File: src/rtl/chunked_wide_adder.sv
// chunked_wide_adder: W-bit adder built from one (N+1)-bit ripple slice.
// One chunk is added per clock, least-significant chunk first. The carry
// between chunks is held in a register. Operands come in over a valid/ready
// handshake and the result goes out over a second valid/ready handshake.
`timescale 1ns/1ps

module chunked_wide_adder #(
    parameter int W = 16,
    parameter int N = 3
) (
    input  logic         clk,
    input  logic         rst_n,
    input  logic         in_valid,
    output logic         in_ready,
    input  logic [W-1:0] a,
    input  logic [W-1:0] b,
    input  logic         cin,
    output logic         out_valid,
    input  logic         out_ready,
    output logic [W-1:0] sum,
    output logic         carry,
    output logic         busy
);

    // Slice width and chunk count. W must be a multiple of the slice width.
    localparam int S  = N + 1;
    localparam int C  = W / S;
    localparam int IW = (C > 1) ? $clog2(C) : 1;

    localparam logic [W-1:0] LANE_MASK = W'({S{1'b1}});
    localparam logic [IW-1:0] LAST_IDX = IW'(C - 1);

    typedef enum logic [1:0] {
        IDLE = 2'd0,
        RUN  = 2'd1,
        DONE = 2'd2
    } state_t;

    state_t         state;
    logic [IW-1:0]  idx;
    logic           cry;
    logic [W-1:0]   op_a;
    logic [W-1:0]   op_b;

    logic [31:0]    shamt;
    logic [S-1:0]   slice_x;
    logic [S-1:0]   slice_y;
    logic [S-1:0]   slice_s;
    logic           slice_c;
    logic           ripple;
    logic [W-1:0]   sum_next;

    // Handshake and status flags are pure decodes of the state.
    assign in_ready  = (state == IDLE);
    assign out_valid = (state == DONE);
    assign busy      = (state != IDLE);

    // Bit offset of the chunk currently being added.
    assign shamt = 32'(idx) * 32'(S);

    // Ripple-carry slice over the current chunk, fed by the carry register.
    always_comb begin
        // NOTE: every variable gets a value before any conditional or loop
        // logic, so no path can leave it unassigned and infer a latch.
        slice_x = S'(op_a >> shamt);
        slice_y = S'(op_b >> shamt);
        slice_s = '0;
        ripple  = cry;
        for (int i = 0; i < S; i++) begin
            slice_s[i] = slice_x[i] ^ slice_y[i] ^ ripple;
            ripple     = (slice_x[i] & slice_y[i]) | (ripple & (slice_x[i] ^ slice_y[i]));
        end
        slice_c  = ripple;
        sum_next = (sum & ~(LANE_MASK << shamt)) | (W'(slice_s) << shamt);
    end

    // Control FSM plus datapath registers; reset abandons any operation.
    always_ff @(posedge clk) begin
        // NOTE: state is updated with non-blocking assignments so every
        // register samples the pre-edge values of the others.
        if (!rst_n) begin
            state <= IDLE;
            idx   <= '0;
            cry   <= 1'b0;
            op_a  <= '0;
            op_b  <= '0;
            sum   <= '0;
            carry <= 1'b0;
        end else begin
            unique case (state)
                IDLE: begin
                    if (in_valid) begin
                        op_a  <= a;
                        op_b  <= b;
                        cry   <= cin;
                        sum   <= '0;
                        idx   <= '0;
                        state <= RUN;
                    end
                end
                RUN: begin
                    sum <= sum_next;
                    cry <= slice_c;
                    if (idx == LAST_IDX) begin
                        carry <= slice_c;
                        idx   <= '0;
                        state <= DONE;
                    end else begin
                        idx <= idx + IW'(1);
                    end
                end
                DONE: begin
                    if (out_ready) begin
                        state <= IDLE;
                    end
                end
                default: state <= IDLE;
            endcase
        end
    end

endmodule
File: config.mk
export PLATFORM = sky130hd
export DESIGN_NAME = chunked_wide_adder
export DESIGN_NICKNAME = d
export VERILOG_FILES = /design/src/rtl/chunked_wide_adder.sv
export SDC_FILE = /design/constraint.sdc
export NUM_CORES = 1
export LEC_CHECK = 0
export ABC_AREA = 1
export ABC_CLOCK_PERIOD_IN_PS = 3200
export BUFFER_PORTS_ARGS = -buffer_cell sky130_fd_sc_hd__clkbuf_2
export CAP_MARGIN = 40
export CELL_PAD_IN_SITES_DETAIL_PLACEMENT = 0
export CELL_PAD_IN_SITES_GLOBAL_PLACEMENT = 1
export CORE_MARGIN = 2
export CORE_UTILIZATION = 38
export CTS_CLUSTER_SIZE = 20
export DETAILED_ROUTE_END_ITERATION = 16
export PLACE_DENSITY = 0.83
export SYNTH_ARGS = -nofsm -noshare
export SYNTH_HDL_FRONTEND = slang
export SYNTH_SLANG_ARGS = --single-unit
File: constraint.sdc
create_clock -name clk -period 3.2 [get_ports clk]
set_clock_uncertainty 0.2 [all_clocks]
set_input_delay 0.8 -clock clk [delete_from_list [all_inputs] [get_ports clk]]
set_output_delay 0.8 -clock clk [all_outputs]
set_load 0.05 [all_outputs]
==> flow_results.xml, run 1 <==
<?xml version="1.0" encoding="UTF-8"?>
<metrics>
  <group name="critical_path">
    <metric name="crit_buf_inv" unit="">4</metric>
    <metric name="crit_slowest_cell" unit="">sky130_fd_sc_hd__fa_1</metric>
    <metric name="worstPathRequired" unit="ps">3230</metric>
    <metric name="critical_path.startpoint_type" unit="">flip-flop</metric>
    <metric name="worstSetupPathType" unit="">reg2reg</metric>
    <metric name="crit_path_cell_trace" unit="">buf_4 &gt; o21ai_0 &gt; nor2_1 &gt; a21oi_1 &gt; fa_1 &gt; inv_1 &gt; fa_1 &gt; inv_1 &gt; fa_1 &gt; inv_1 &gt; fa_1 &gt; nand2_1 &gt; o21ai_0 &gt; nand2_1 &gt; a21oi_1</metric>
    <metric name="cpMostUsedCell" unit="">sky130_fd_sc_hd__fa_1</metric>
    <metric name="cp_data_arrival_time" unit="ps">2980</metric>
    <metric name="endpoint_kind" unit="">flip-flop</metric>
    <metric name="dominant_delay_contributor_by_cell_family_on_the_critical_path" unit="">adder cells</metric>
    <metric name="critPathMaxStageDelay" unit="ps">520</metric>
    <metric name="top_fanout_value_on_the_critical_path" unit="">9</metric>
  </group>
  <group name="grt">
    <metric name="grt_pass1_vias" unit="">2157</metric>
    <metric name="antenna_found_initial" unit="">0</metric>
    <metric name="globalRoute.totalOverflow" unit="">0</metric>
    <metric name="pin_count_of_the_biggest_net_entering_global_routing" unit="">45</metric>
    <metric name="grt_pass1_wl" unit="um">9800</metric>
    <metric name="track_usage" unit="%">16.5</metric>
  </group>
  <group name="die">
    <metric name="die_w" unit="um">85.8</metric>
    <metric name="die_h" unit="um">85.8</metric>
    <metric name="floorplan.core_area" unit="mm2">0.00642</metric>
    <metric name="cell_rows" unit="">29</metric>
    <metric name="top_level_ports" unit="">57</metric>
    <metric name="design.die.area" unit="mm2">0.00735</metric>
    <metric name="initial_utilization" unit="%">39.5</metric>
  </group>
  <group name="timing">
    <metric name="unrepaired_setup_endpoints_after_global_routing" unit="">no</metric>
    <metric name="final_hold_viol_count" unit="">0</metric>
    <metric name="worstMarginPinSlew" unit="ps">709</metric>
    <metric name="report.final.setup_viol" unit="">0</metric>
    <metric name="timing.fmax" unit="GHz">0.339</metric>
    <metric name="totalNegativeSetupSlack" unit="ps">0</metric>
    <metric name="layout_worst_path_cycle_share" unit="%">92.2</metric>
    <metric name="slew_viol_final" unit="">0</metric>
    <metric name="worst_hold_slack_across_all_endpoints" unit="ps">273</metric>
    <metric name="slew-limit-headroom" unit="%">52.7</metric>
    <metric name="finalCriticalPeriod" unit="ps">2950</metric>
  </group>
  <group name="run_status">
    <metric name="outcome" unit="">finished with violations</metric>
    <metric name="failed_checks" unit="">design-rule violations</metric>
  </group>
  <group name="cts">
    <metric name="clk_pin_slew" unit="ps">100</metric>
    <metric name="cts.root.buffer_cell" unit="">sky130_fd_sc_hd__clkbuf_8</metric>
    <metric name="clock_latency" unit="ps">310</metric>
    <metric name="post-cts-setup-buffer-count" unit="">0</metric>
    <metric name="ctsResizeCount" unit="">0</metric>
    <metric name="htreeDepth" unit="">2</metric>
    <metric name="cts_buffer_depth" unit="">2</metric>
    <metric name="tritoncts" unit="">built</metric>
    <metric name="tritoncts_num_sinks" unit="">54</metric>
    <metric name="cts_buffers" unit="">5</metric>
    <metric name="holdBufCountCts" unit="">0</metric>
  </group>
  <group name="routing">
    <metric name="antenna_violating_nets_post_route" unit="">0</metric>
    <metric name="routed_via_count_divided_by_cell_count" unit="">4.83</metric>
    <metric name="routed_length_per_placed_instance" unit="um">11.9</metric>
    <metric name="drt_drc_violations_left" unit="">5</metric>
    <metric name="drt-pass1-iter-count" unit="">11</metric>
    <metric name="vias" unit="">2325</metric>
    <metric name="initialDrtViolationCount" unit="">76</metric>
    <metric name="postRouteWirelength" unit="um">5710</metric>
  </group>
  <group name="final_layout">
    <metric name="fin_nets" unit="">448</metric>
    <metric name="num-fill-cells" unit="">703</metric>
    <metric name="post_route_cells_drive_above_1_share" unit="%">20.0</metric>
    <metric name="number_of_inserted_diodes" unit="">0</metric>
    <metric name="area.growth.synth_to_final" unit="%">16.4</metric>
  </group>
  <group name="yosys">
    <metric name="synth_fp_nets" unit="">396</metric>
    <metric name="netlist.top_cell.by_area" unit="">sky130_fd_sc_hd__dfxtp_1</metric>
    <metric name="synth_enable_flop_cells" unit="">0</metric>
    <metric name="synth_top_area_share" unit="%">42.6</metric>
    <metric name="yosys-top-cells-count" unit="">sky130_fd_sc_hd__nor2_1 (81), sky130_fd_sc_hd__nand2_1 (60), sky130_fd_sc_hd__dfxtp_1 (54)</metric>
    <metric name="syn_inst" unit="">351</metric>
    <metric name="synthMostInstantiatedCell" unit="">sky130_fd_sc_hd__nor2_1</metric>
    <metric name="count_of_state_elements_after_synthesis" unit="">54</metric>
    <metric name="ys.warnings.count" unit="">0</metric>
    <metric name="synth.distinct_cells" unit="">23</metric>
    <metric name="yosys_most_used_dff" unit="">sky130_fd_sc_hd__dfxtp_1</metric>
    <metric name="asyncSetResetFlopFracSynth" unit="%">0</metric>
    <metric name="synth_seq_area_share" unit="%">42.6</metric>
    <metric name="synth_area_per_cell" unit="um2">7.24</metric>
    <metric name="synth.area.top_cells" unit="">sky130_fd_sc_hd__dfxtp_1 (43%), sky130_fd_sc_hd__nor2_1 (12%), sky130_fd_sc_hd__nand2_1 (8.9%), sky130_fd_sc_hd__o21ai_0 (8.7%), sky130_fd_sc_hd__a21oi_1 (5.7%)</metric>
    <metric name="synth_area" unit="mm2">0.00254</metric>
  </group>
  <group name="power_and_ir_drop">
    <metric name="powerDensity" unit="mW/mm2">506</metric>
    <metric name="power_leakage" unit="nW">1.33</metric>
    <metric name="vdd_drop_max" unit="mV">0.222</metric>
  </group>
  <group name="placed_design">
    <metric name="dp.final_hpwl" unit="um">4280</metric>
    <metric name="routabilityCongestion" unit="">0.798</metric>
    <metric name="portBuffers" unit="">56</metric>
  </group>
  <group name="worst_hold_path">
    <metric name="hold_class" unit="">reg2reg</metric>
  </group>
  <group name="job">
    <metric name="number_of_max_capacitance_violations_reported" unit="">0</metric>
  </group>
</metrics>
==> metal layers <==
metal | share of wire [%] | track usage [%] | routed length (um)
met1 | 47 | 21.5 | 2710
met2 | 49 | 28.3 | 2780
met3 | 3.6 | 3.37 | 204
met4 | 0.30 | 3.46 | 17
met5 | 0 | 0 | 0
==> placed cells by master, fill, tap and decap left out, drive strengths merged <==
cell type  count
clkbuf        61
nand2         61
o22ai          4
nor2          84
dfxtp         54
buf            8
ha             4
clkinv         3
bufinv         1
a21oi         29
o21ai         53
nand3         15
inv           23
fa             4
==> per-stage QoR <==
stage                     worst slack (ps)  instance area, um2  cells  power, mW  util, %
after global placement                 232                2840    473       1.05     44.2
after detailed placement               151                2840    473       1.06     44.2
after CTS                              116                2950    481       1.52     45.9
after global routing                  12.0                2960    481       1.59     46.0
final                                  251                2960    481       1.50     46.0
after floorplan                        281                2540    351      0.983        -
==> where the power goes <==
part / leakage [nW] / switching, mW / internal, mW / total, mW
logic: 0.822 / 0.188 / 0.104 / 0.293
clock network: 0.0585 / 0.226 / 0.235 / 0.460
registers: 0.445 / 0.0275 / 0.716 / 0.743
total: 1.33 / 0.441 / 1.05 / 1.50
==> flip-flops by register name, indices dropped and copies added (netlist names) <==
register and count:
sum 16, op_b 16, cry 1, carry 1
idx 2, op_a 16, state 2
==> final timing paths <==
check	slack, ps	cells past startpoint	startpoint	endpoint
setup / recovery	250	15	idx[0]	sum[15]
hold / removal	270	2	op_a[0]	op_a[0]
hold reg to reg	270	2	op_a[0]	op_a[0]
setup reg to reg	250	15	idx[0]	sum[15]
==> final cells by class <==
class                      count  area (um2)  area share, %
multi-input combinational    254        1220           41.4
sequential                    54        1090           36.7
timing repair buffer          64         340           11.5
inverter                      24        97.6           3.30
tap                           77        96.3           3.26
clock buffer                   5        68.8           2.33
clock inverter                 3        43.8           1.48
==> worst reg2reg max path: cells and delay by family, from the launching register on <==
kind                     cells  cell delay (ps)
AO/OA/AOI/OAI                4              550
AND/OR/NAND/NOR              3              190
flip-flops                   1              380
adder cells (fa/ha/maj)      4             1220
buffers and inverters        4              330
==> kinds of logic (layout without fill, tap and decap cells) <==
family,after synthesis,count (layout),synth area share (%)
and+or+nand+nor,160,160,25.7
AOI/OAI and AO/OA,86,86,17.3
DFF,54,54,42.6
buffers and inverters,43,96,9.31
adders and majority gates,8,8,5.12
Note: power is estimated with default switching activity, not from simulation.
==> run 2: changes to the inputs <==
--- a/config.mk
+++ b/config.mk
@@ -6,16 +6,17 @@
 export NUM_CORES = 1
 export LEC_CHECK = 0
 export ABC_AREA = 1
-export ABC_CLOCK_PERIOD_IN_PS = 3200
+export ABC_CLOCK_PERIOD_IN_PS = 2700
 export BUFFER_PORTS_ARGS = -buffer_cell sky130_fd_sc_hd__clkbuf_2
 export CAP_MARGIN = 40
 export CELL_PAD_IN_SITES_DETAIL_PLACEMENT = 0
 export CELL_PAD_IN_SITES_GLOBAL_PLACEMENT = 1
 export CORE_MARGIN = 2
-export CORE_UTILIZATION = 38
+export CORE_UTILIZATION = 34
 export CTS_CLUSTER_SIZE = 20
 export DETAILED_ROUTE_END_ITERATION = 16
-export PLACE_DENSITY = 0.83
+export MAX_ROUTING_LAYER = met4
+export PLACE_DENSITY = 0.78
 export SYNTH_ARGS = -nofsm -noshare
 export SYNTH_HDL_FRONTEND = slang
 export SYNTH_SLANG_ARGS = --single-unit
==> constraint.sdc (replaced) <==
create_clock -name clk -period 2.7 [get_ports clk]
set_clock_uncertainty 0.2 [all_clocks]
set_input_delay 0.675 -clock clk [delete_from_list [all_inputs] [get_ports clk]]
set_output_delay 0.675 -clock clk [all_outputs]
set_load 0.05 [all_outputs]
==> run 2 against run 1 <==
Critical path depth rose by 1. Register-to-register slack got worse by 450 ps. Sequential share of layout area fell by 1.6 points. Global-route usage fell by 1.1 points. Count of clock-buffer cells in the layout rose by 2. Sequential cell count did not move. Fmax rose by 1.7%. The run ends with negative setup slack left. Non-clock buffer count rose by 8. Clock power rose by 7.4%. Setup slack got worse by 450 ps. Wire length rose by 5.6%.
==> flow_results.xml, run 2 (synthesized netlist as in run 1, its figures left out) <==
<?xml version="1.0" encoding="UTF-8"?>
<metrics>
  <group name="run_status">
    <metric name="outcome" unit="">finished with violations</metric>
    <metric name="failed_checks" unit="">negative setup slack</metric>
  </group>
  <group name="final_layout">
    <metric name="area_occupied_by_multi_input_gates" unit="mm2">0.00127</metric>
    <metric name="final_core_util" unit="%">42.6</metric>
    <metric name="num-fill-cells" unit="">775</metric>
    <metric name="top_regs" unit="">op_a: 16 flops, op_b: 16 flops, sum: 16 flops</metric>
    <metric name="post_route_cells_drive_above_1_share" unit="%">26.2</metric>
    <metric name="commonest_non_fill_non_tap_cells_in_the_layout" unit="">sky130_fd_sc_hd__nor2_1 (79), sky130_fd_sc_hd__nand2_1 (58), sky130_fd_sc_hd__clkbuf_2 (56)</metric>
    <metric name="layout.cells.most_common" unit="">sky130_fd_sc_hd__nor2_1</metric>
    <metric name="fin_nets" unit="">456</metric>
    <metric name="area.growth.synth_to_final" unit="%">21.8</metric>
    <metric name="number_of_inserted_diodes" unit="">0</metric>
    <metric name="register_area" unit="mm2">0.00109</metric>
  </group>
  <group name="routing">
    <metric name="topRoutingLayerUsed" unit="">met4</metric>
    <metric name="initialDrtViolationCount" unit="">100</metric>
    <metric name="drt-pass1-iter-count" unit="">4</metric>
    <metric name="wl_met1" unit="um">2910</metric>
    <metric name="detailroute.wirelength.met2" unit="um">2800</metric>
    <metric name="route.met3.wl" unit="um">249</metric>
    <metric name="routed_via_count_divided_by_cell_count" unit="">4.62</metric>
    <metric name="antenna_violating_nets_post_route" unit="">0</metric>
    <metric name="routed_length_per_placed_instance" unit="um">11.8</metric>
    <metric name="vias" unit="">2362</metric>
    <metric name="drt_drc_violations_left" unit="">0</metric>
    <metric name="postRouteWirelength" unit="um">6030</metric>
  </group>
  <group name="cts">
    <metric name="tritoncts" unit="">built</metric>
    <metric name="htreeDepth" unit="">2</metric>
    <metric name="clock_latency" unit="ps">310</metric>
    <metric name="holdBufCountCts" unit="">0</metric>
    <metric name="clk_pin_slew" unit="ps">100</metric>
    <metric name="cts_buffer_depth" unit="">2</metric>
    <metric name="cts.root.buffer_cell" unit="">sky130_fd_sc_hd__clkbuf_8</metric>
    <metric name="cts_buffers" unit="">5</metric>
    <metric name="tritoncts_num_sinks" unit="">54</metric>
  </group>
  <group name="timing">
    <metric name="slew-limit-headroom" unit="%">60.2</metric>
    <metric name="layout_worst_path_cycle_share" unit="%">107</metric>
    <metric name="totalNegativeSetupSlack" unit="ps">-721</metric>
    <metric name="worst_hold_slack_across_all_endpoints" unit="ps">257</metric>
    <metric name="finalCriticalPeriod" unit="ps">2900</metric>
    <metric name="timing.final.ws_setup" unit="ps">-199</metric>
    <metric name="report.final.setup_viol" unit="">4</metric>
    <metric name="final_hold_viol_count" unit="">0</metric>
    <metric name="timing.fmax" unit="GHz">0.345</metric>
    <metric name="slew_viol_final" unit="">0</metric>
    <metric name="unrepaired_setup_endpoints_after_global_routing" unit="">yes</metric>
    <metric name="worstMarginPinSlew" unit="ps">597</metric>
  </group>
  <group name="critical_path">
    <metric name="crit_path_cell_trace" unit="">buf_6 &gt; nand2_2 &gt; o21ai_2 &gt; a21oi_2 &gt; fa_2 &gt; inv_2 &gt; fa_2 &gt; inv_2 &gt; fa_2 &gt; inv_2 &gt; fa_1 &gt; buf_4 &gt; inv_1 &gt; nor2_1 &gt; nand2_1 &gt; a21oi_1</metric>
    <metric name="crit_buf_inv" unit="">6</metric>
    <metric name="worstPathRequired" unit="ps">2700</metric>
    <metric name="endpoint_kind" unit="">flip-flop</metric>
    <metric name="worstSetupPathType" unit="">reg2reg</metric>
    <metric name="critPathMaxStageDelay" unit="ps">430</metric>
    <metric name="dominant_delay_contributor_by_cell_family_on_the_critical_path" unit="">adder cells</metric>
    <metric name="regToRegStartpoint" unit="">idx[0]</metric>
    <metric name="top_fanout_value_on_the_critical_path" unit="">6</metric>
    <metric name="cp_data_arrival_time" unit="ps">2900</metric>
    <metric name="critical_path.startpoint_type" unit="">flip-flop</metric>
    <metric name="crit_slowest_cell" unit="">sky130_fd_sc_hd__fa_1</metric>
    <metric name="timing.critical_path.from" unit="">idx[0]</metric>
  </group>
  <group name="die">
    <metric name="top_level_ports" unit="">57</metric>
    <metric name="floorplan.core_area" unit="mm2">0.00725</metric>
    <metric name="die_h" unit="um">90.4</metric>
    <metric name="design.die.area" unit="mm2">0.00818</metric>
    <metric name="initial_utilization" unit="%">35.0</metric>
    <metric name="die_w" unit="um">90.4</metric>
    <metric name="cell_rows" unit="">31</metric>
  </group>
  <group name="grt">
    <metric name="pin_count_of_the_biggest_net_entering_global_routing" unit="">45</metric>
    <metric name="track_usage" unit="%">15.5</metric>
    <metric name="antenna_found_initial" unit="">0</metric>
    <metric name="grt_pass1_wl" unit="um">10200</metric>
    <metric name="globalRoute.totalOverflow" unit="">0</metric>
    <metric name="grt_pass1_vias" unit="">2203</metric>
  </group>
  <group name="power_and_ir_drop">
    <metric name="powerDensity" unit="mW/mm2">570</metric>
    <metric name="power_leakage" unit="nW">1.37</metric>
    <metric name="vdd_drop_max" unit="mV">0.273</metric>
  </group>
  <group name="placed_design">
    <metric name="dpl_worst_slack" unit="ps">-195</metric>
    <metric name="dp.final_hpwl" unit="um">4510</metric>
    <metric name="portBuffers" unit="">56</metric>
    <metric name="routabilityCongestion" unit="">0.798</metric>
  </group>
  <group name="worst_hold_path">
    <metric name="hold_class" unit="">reg2reg</metric>
    <metric name="holdCritStartpoint" unit="">op_b[2]</metric>
  </group>
  <group name="job">
    <metric name="number_of_max_capacitance_violations_reported" unit="">0</metric>
  </group>
</metrics>
run 2: layout make-up:
class,count,share of cell area (%)
sequential,54,35.1
timing repair buffer,72,13.1
clock buffer,7,3.11
tap,99,4.00
multi-input combinational,254,41.1
clock inverter,1,0.283
inverter,24,3.28
run 2: where the power goes:
group	internal (mW)	total [mW]	switching, mW
Sequential	0.848	0.883	0.0349
Clock	0.235	0.494	0.259
Combinational	0.147	0.386	0.240
run 2: metrics by stage:
step,area (um2),std cells,total power [mW]
6_report,3090,511,1.76
3_5_place_dp,2930,500,1.27
3_3_place_gp,2930,500,1.27
2_1_floorplan,2600,351,1.18
4_1_cts,3070,511,1.78
5_1_grt,3090,511,1.87
run 2: worst register-to-register path, cell delays in order (launching register included):
cell	delay, ps
sky130_fd_sc_hd__dfxtp_4	420
sky130_fd_sc_hd__buf_6	140
sky130_fd_sc_hd__nand2_2	50
sky130_fd_sc_hd__o21ai_2	60
sky130_fd_sc_hd__a21oi_2	80
sky130_fd_sc_hd__fa_2	400
sky130_fd_sc_hd__inv_2	60
sky130_fd_sc_hd__fa_2	180
sky130_fd_sc_hd__inv_2	40
sky130_fd_sc_hd__fa_2	320
sky130_fd_sc_hd__inv_2	60
sky130_fd_sc_hd__fa_1	430
sky130_fd_sc_hd__buf_4	160
sky130_fd_sc_hd__inv_1	40
sky130_fd_sc_hd__nor2_1	40
sky130_fd_sc_hd__nand2_1	60
sky130_fd_sc_hd__a21oi_1	60
run 2: final timing paths:
check | end | slack, ps | depth (start not counted)
min reg2reg | op_b[2] | 260 | 2
max reg2reg | sum[11] | -200 | 16
min | op_b[2] | 260 | 2
max | sum[11] | -200 | 16
run 2: layer usage:
metal | GRT usage, % | up-vias
met2 | 24.7 | 54
met1 | 20.3 | 1056
met3 | 2.92 | 7
met5 | - | -
li1 | - | 1245
met4 | 3.59 | 0
run 2: timing repair:
action | in CTS | in global routing
resized for setup | 6 | 10
buffers inserted | 3 | 0
endpoints found under the setup margin | 5 | 8
pin swaps | 8 | 5
==> run 3: changes to the inputs <==
--- a/config.mk
+++ b/config.mk
@@ -6,17 +6,18 @@
 export NUM_CORES = 1
 export LEC_CHECK = 0
 export ABC_AREA = 1
-export ABC_CLOCK_PERIOD_IN_PS = 2700
+export ABC_CLOCK_PERIOD_IN_PS = 2900
 export BUFFER_PORTS_ARGS = -buffer_cell sky130_fd_sc_hd__clkbuf_2
 export CAP_MARGIN = 40
 export CELL_PAD_IN_SITES_DETAIL_PLACEMENT = 0
 export CELL_PAD_IN_SITES_GLOBAL_PLACEMENT = 1
 export CORE_MARGIN = 2
-export CORE_UTILIZATION = 34
+export CORE_UTILIZATION = 40
+export CTS_BUF_LIST = sky130_fd_sc_hd__clkbuf_8
 export CTS_CLUSTER_SIZE = 20
 export DETAILED_ROUTE_END_ITERATION = 16
 export MAX_ROUTING_LAYER = met4
-export PLACE_DENSITY = 0.78
+export PLACE_DENSITY = 0.86
 export SYNTH_ARGS = -nofsm -noshare
 export SYNTH_HDL_FRONTEND = slang
 export SYNTH_SLANG_ARGS = --single-unit
==> constraint.sdc (replaced) <==
create_clock -name clk -period 2.9 [get_ports clk]
set_clock_uncertainty 0.2 [all_clocks]
set_input_delay 0.725 -clock clk [delete_from_list [all_inputs] [get_ports clk]]
set_output_delay 0.725 -clock clk [all_outputs]
set_load 0.05 [all_outputs]
==> run 3 against run 2 <==
The flow now finishes without violations. Sequential share of layout area is 0.98 points higher. Non-clock buffer count is 6 lower. First-iteration DRC count is 8.0% lower. Die area is 14% lower. Largest power group unchanged. Setup slack better by 280 ps. Sequential power is 7.1% lower. Combinational power is 10% lower. Hold slack better by 10 ps. Core utilization is 5.6 points higher. Total power is 8.3% lower. Critical path depth is 1 lower.
==> flow_results.xml, run 3 (synthesized netlist as in run 1, its figures left out) <==
<?xml version="1.0" encoding="UTF-8"?>
<metrics>
  <group name="placed_design">
    <metric name="portBuffers" unit="">56</metric>
    <metric name="dp.final_hpwl" unit="um">4280</metric>
    <metric name="routabilityCongestion" unit="">0.804</metric>
    <metric name="placed_area" unit="mm2">0.00285</metric>
    <metric name="dpl_worst_slack" unit="ps">-54.5</metric>
    <metric name="placed_cells_incl_taps" unit="">475</metric>
  </group>
  <group name="job">
    <metric name="number_of_max_capacitance_violations_reported" unit="">0</metric>
  </group>
  <group name="critical_path">
    <metric name="rr_endpoint" unit="">sum[7]</metric>
    <metric name="top_fanout_value_on_the_critical_path" unit="">8</metric>
    <metric name="worstPathRequired" unit="ps">2940</metric>
    <metric name="cp_data_arrival_time" unit="ps">2850</metric>
    <metric name="regToRegStartpoint" unit="">idx[0]</metric>
    <metric name="critical_path.startpoint_type" unit="">flip-flop</metric>
    <metric name="worst_reg2reg_path_length_in_cells" unit="">15</metric>
    <metric name="worstSetupPathType" unit="">reg2reg</metric>
    <metric name="endpoint_kind" unit="">flip-flop</metric>
    <metric name="reg2reg_setup_slack" unit="ps">80</metric>
  </group>
  <group name="die">
    <metric name="cell_rows" unit="">29</metric>
    <metric name="initial_utilization" unit="%">40.7</metric>
    <metric name="top_level_ports" unit="">57</metric>
    <metric name="floorplan.core_area" unit="mm2">0.00624</metric>
    <metric name="die_w" unit="um">83.7</metric>
    <metric name="die_h" unit="um">83.7</metric>
    <metric name="design.die.area" unit="mm2">0.00700</metric>
  </group>
  <group name="routing">
    <metric name="drt_drc_violations_left" unit="">0</metric>
    <metric name="drt-pass1-iter-count" unit="">4</metric>
    <metric name="vias" unit="">2318</metric>
    <metric name="antenna_violating_nets_post_route" unit="">0</metric>
    <metric name="initialDrtViolationCount" unit="">92</metric>
    <metric name="routed_length_per_placed_instance" unit="um">11.9</metric>
    <metric name="routed_via_count_divided_by_cell_count" unit="">4.80</metric>
    <metric name="postRouteWirelength" unit="um">5730</metric>
  </group>
  <group name="final_layout">
    <metric name="num-fill-cells" unit="">654</metric>
    <metric name="post_route_cells_drive_above_1_share" unit="%">25.1</metric>
    <metric name="layout.cells.most_common" unit="">sky130_fd_sc_hd__nor2_1</metric>
    <metric name="area.growth.synth_to_final" unit="%">18.5</metric>
    <metric name="top_regs" unit="">op_a: 16 flops, op_b: 16 flops, sum: 16 flops</metric>
    <metric name="commonest_non_fill_non_tap_cells_in_the_layout" unit="">sky130_fd_sc_hd__nor2_1 (81), sky130_fd_sc_hd__nand2_1 (58), sky130_fd_sc_hd__clkbuf_2 (56)</metric>
    <metric name="number_of_inserted_diodes" unit="">0</metric>
    <metric name="fin_nets" unit="">450</metric>
    <metric name="finalNonFillerCells" unit="">483</metric>
    <metric name="stdcell_area" unit="mm2">0.00301</metric>
    <metric name="final_core_util" unit="%">48.2</metric>
  </group>
  <group name="grt">
    <metric name="grt_pass1_vias" unit="">2140</metric>
    <metric name="pin_count_of_the_biggest_net_entering_global_routing" unit="">45</metric>
    <metric name="antenna_found_initial" unit="">0</metric>
    <metric name="globalRoute.totalOverflow" unit="">0</metric>
    <metric name="track_usage" unit="%">17.4</metric>
    <metric name="grt_pass1_wl" unit="um">9920</metric>
  </group>
  <group name="timing">
    <metric name="slew_viol_final" unit="">0</metric>
    <metric name="slew-limit-headroom" unit="%">53.1</metric>
    <metric name="unrepaired_setup_endpoints_after_global_routing" unit="">yes</metric>
    <metric name="layout_worst_path_cycle_share" unit="%">97.1</metric>
    <metric name="final_hold_viol_count" unit="">0</metric>
    <metric name="worstMarginPinSlew" unit="ps">702</metric>
    <metric name="timing.final.ws_setup" unit="ps">84.6</metric>
    <metric name="totalNegativeSetupSlack" unit="ps">0</metric>
    <metric name="finalCriticalPeriod" unit="ps">2820</metric>
    <metric name="timing.fmax" unit="GHz">0.355</metric>
    <metric name="report.final.setup_viol" unit="">0</metric>
  </group>
  <group name="cts">
    <metric name="tritoncts_num_sinks" unit="">54</metric>
    <metric name="clk_pin_slew" unit="ps">100</metric>
    <metric name="tritoncts" unit="">built</metric>
    <metric name="cts_buffers" unit="">5</metric>
    <metric name="htreeDepth" unit="">2</metric>
    <metric name="post-cts-setup-buffer-count" unit="">0</metric>
    <metric name="cts.root.buffer_cell" unit="">sky130_fd_sc_hd__clkbuf_8</metric>
    <metric name="clock_latency" unit="ps">310</metric>
    <metric name="cts_buffer_depth" unit="">2</metric>
  </group>
  <group name="power_and_ir_drop">
    <metric name="vdd_drop_max" unit="mV">0.255</metric>
    <metric name="power_leakage" unit="nW">1.33</metric>
    <metric name="powerDensity" unit="mW/mm2">538</metric>
  </group>
  <group name="worst_hold_path">
    <metric name="timing.hold.worst_endpoint" unit="">op_b[2]</metric>
    <metric name="min_delay_path_depth" unit="">2</metric>
    <metric name="holdCritStartpoint" unit="">op_b[2]</metric>
    <metric name="hold_class" unit="">reg2reg</metric>
  </group>
  <group name="run_status">
    <metric name="outcome" unit="">finished clean</metric>
  </group>
</metrics>
## run 3: changes by cell type in the layout (fill, tap and decap cells not counted), moves of 2 or more
| cell | previous run | this run |
|---|---|---|
| sky130_fd_sc_hd__buf_4 | 15 | 9 |
| sky130_fd_sc_hd__o21ai_1 | 12 | 9 |
| sky130_fd_sc_hd__nor2_1 | 79 | 81 |
| sky130_fd_sc_hd__o21ai_2 | 4 | 6 |
## run 3: per-layer routing
metal | track usage [%] | vias to the layer above | wire, um
li1 | - | 1231 | -
met1 | 22.1 | 1035 | 2720
met2 | 29.5 | 46 | 2740
met3 | 3.26 | 6 | 222
met4 | 3.08 | 0 | 46
met5 | - | - | 0
## run 3: worst max path at each step
stage	startpoint	to	slack, ps	cells after the start
6_report	idx[0]	sum[7]	80	15
2_1_floorplan	idx[1]	sum[15]	20	14
3_5_place_dp	idx[0]	sum[15]	-50	14
3_3_place_gp	idx[0]	sum[15]	30	14
4_1_cts	idx[0]	sum[15]	-10	15
5_1_grt	idx[0]	sum[7]	-100	15
## run 3: layout make-up
class	count	area, um2	area share, %
Clock inverter	2	17.5	0.582
Tap cell	77	96.3	3.20
Clock buffer	6	82.6	2.74
Inverter	24	100	3.33
Timing Repair Buffer	66	359	11.9
Sequential cell	54	1090	36.1
Multi-Input combinational cell	254	1270	42.1
## run 3: repair_timing
item | CTS | global route
resized for setup | 19 | 10
endpoints found under the setup margin | 4 | 6
hold endpoints to repair | 0 | 0
hold buffers | 0 | 0
pin swaps | 7 | 8
## run 3: metrics by stage
step                hold WS (ps)  power, mW
finish                       268       1.62
global route                 291       1.72
CTS                          269       1.62
detailed placement           256       1.17
global placement             243       1.17
floorplan                    224       1.08
## run 3: power by group
part / switching (mW) / total, mW / internal [mW]
sequential: 0.0307 / 0.820 / 0.790
combinational: 0.220 / 0.347 / 0.127
clock: 0.254 / 0.451 / 0.197
## run 3: worst max-delay path, cell delays in order (launching register included)
cell and delay [ps]:
sky130_fd_sc_hd__dfxtp_4 360, sky130_fd_sc_hd__buf_6 130, sky130_fd_sc_hd__nand2_2 70, sky130_fd_sc_hd__o21ai_2 60, sky130_fd_sc_hd__a21oi_2 170, sky130_fd_sc_hd__fa_2 220
sky130_fd_sc_hd__inv_2 40, sky130_fd_sc_hd__fa_2 320, sky130_fd_sc_hd__inv_2 60, sky130_fd_sc_hd__fa_2 180, sky130_fd_sc_hd__inv_2 40, sky130_fd_sc_hd__fa_2 550
sky130_fd_sc_hd__nand2_2 70, sky130_fd_sc_hd__o21ai_2 100, sky130_fd_sc_hd__nand2_1 70, sky130_fd_sc_hd__a21oi_2 110
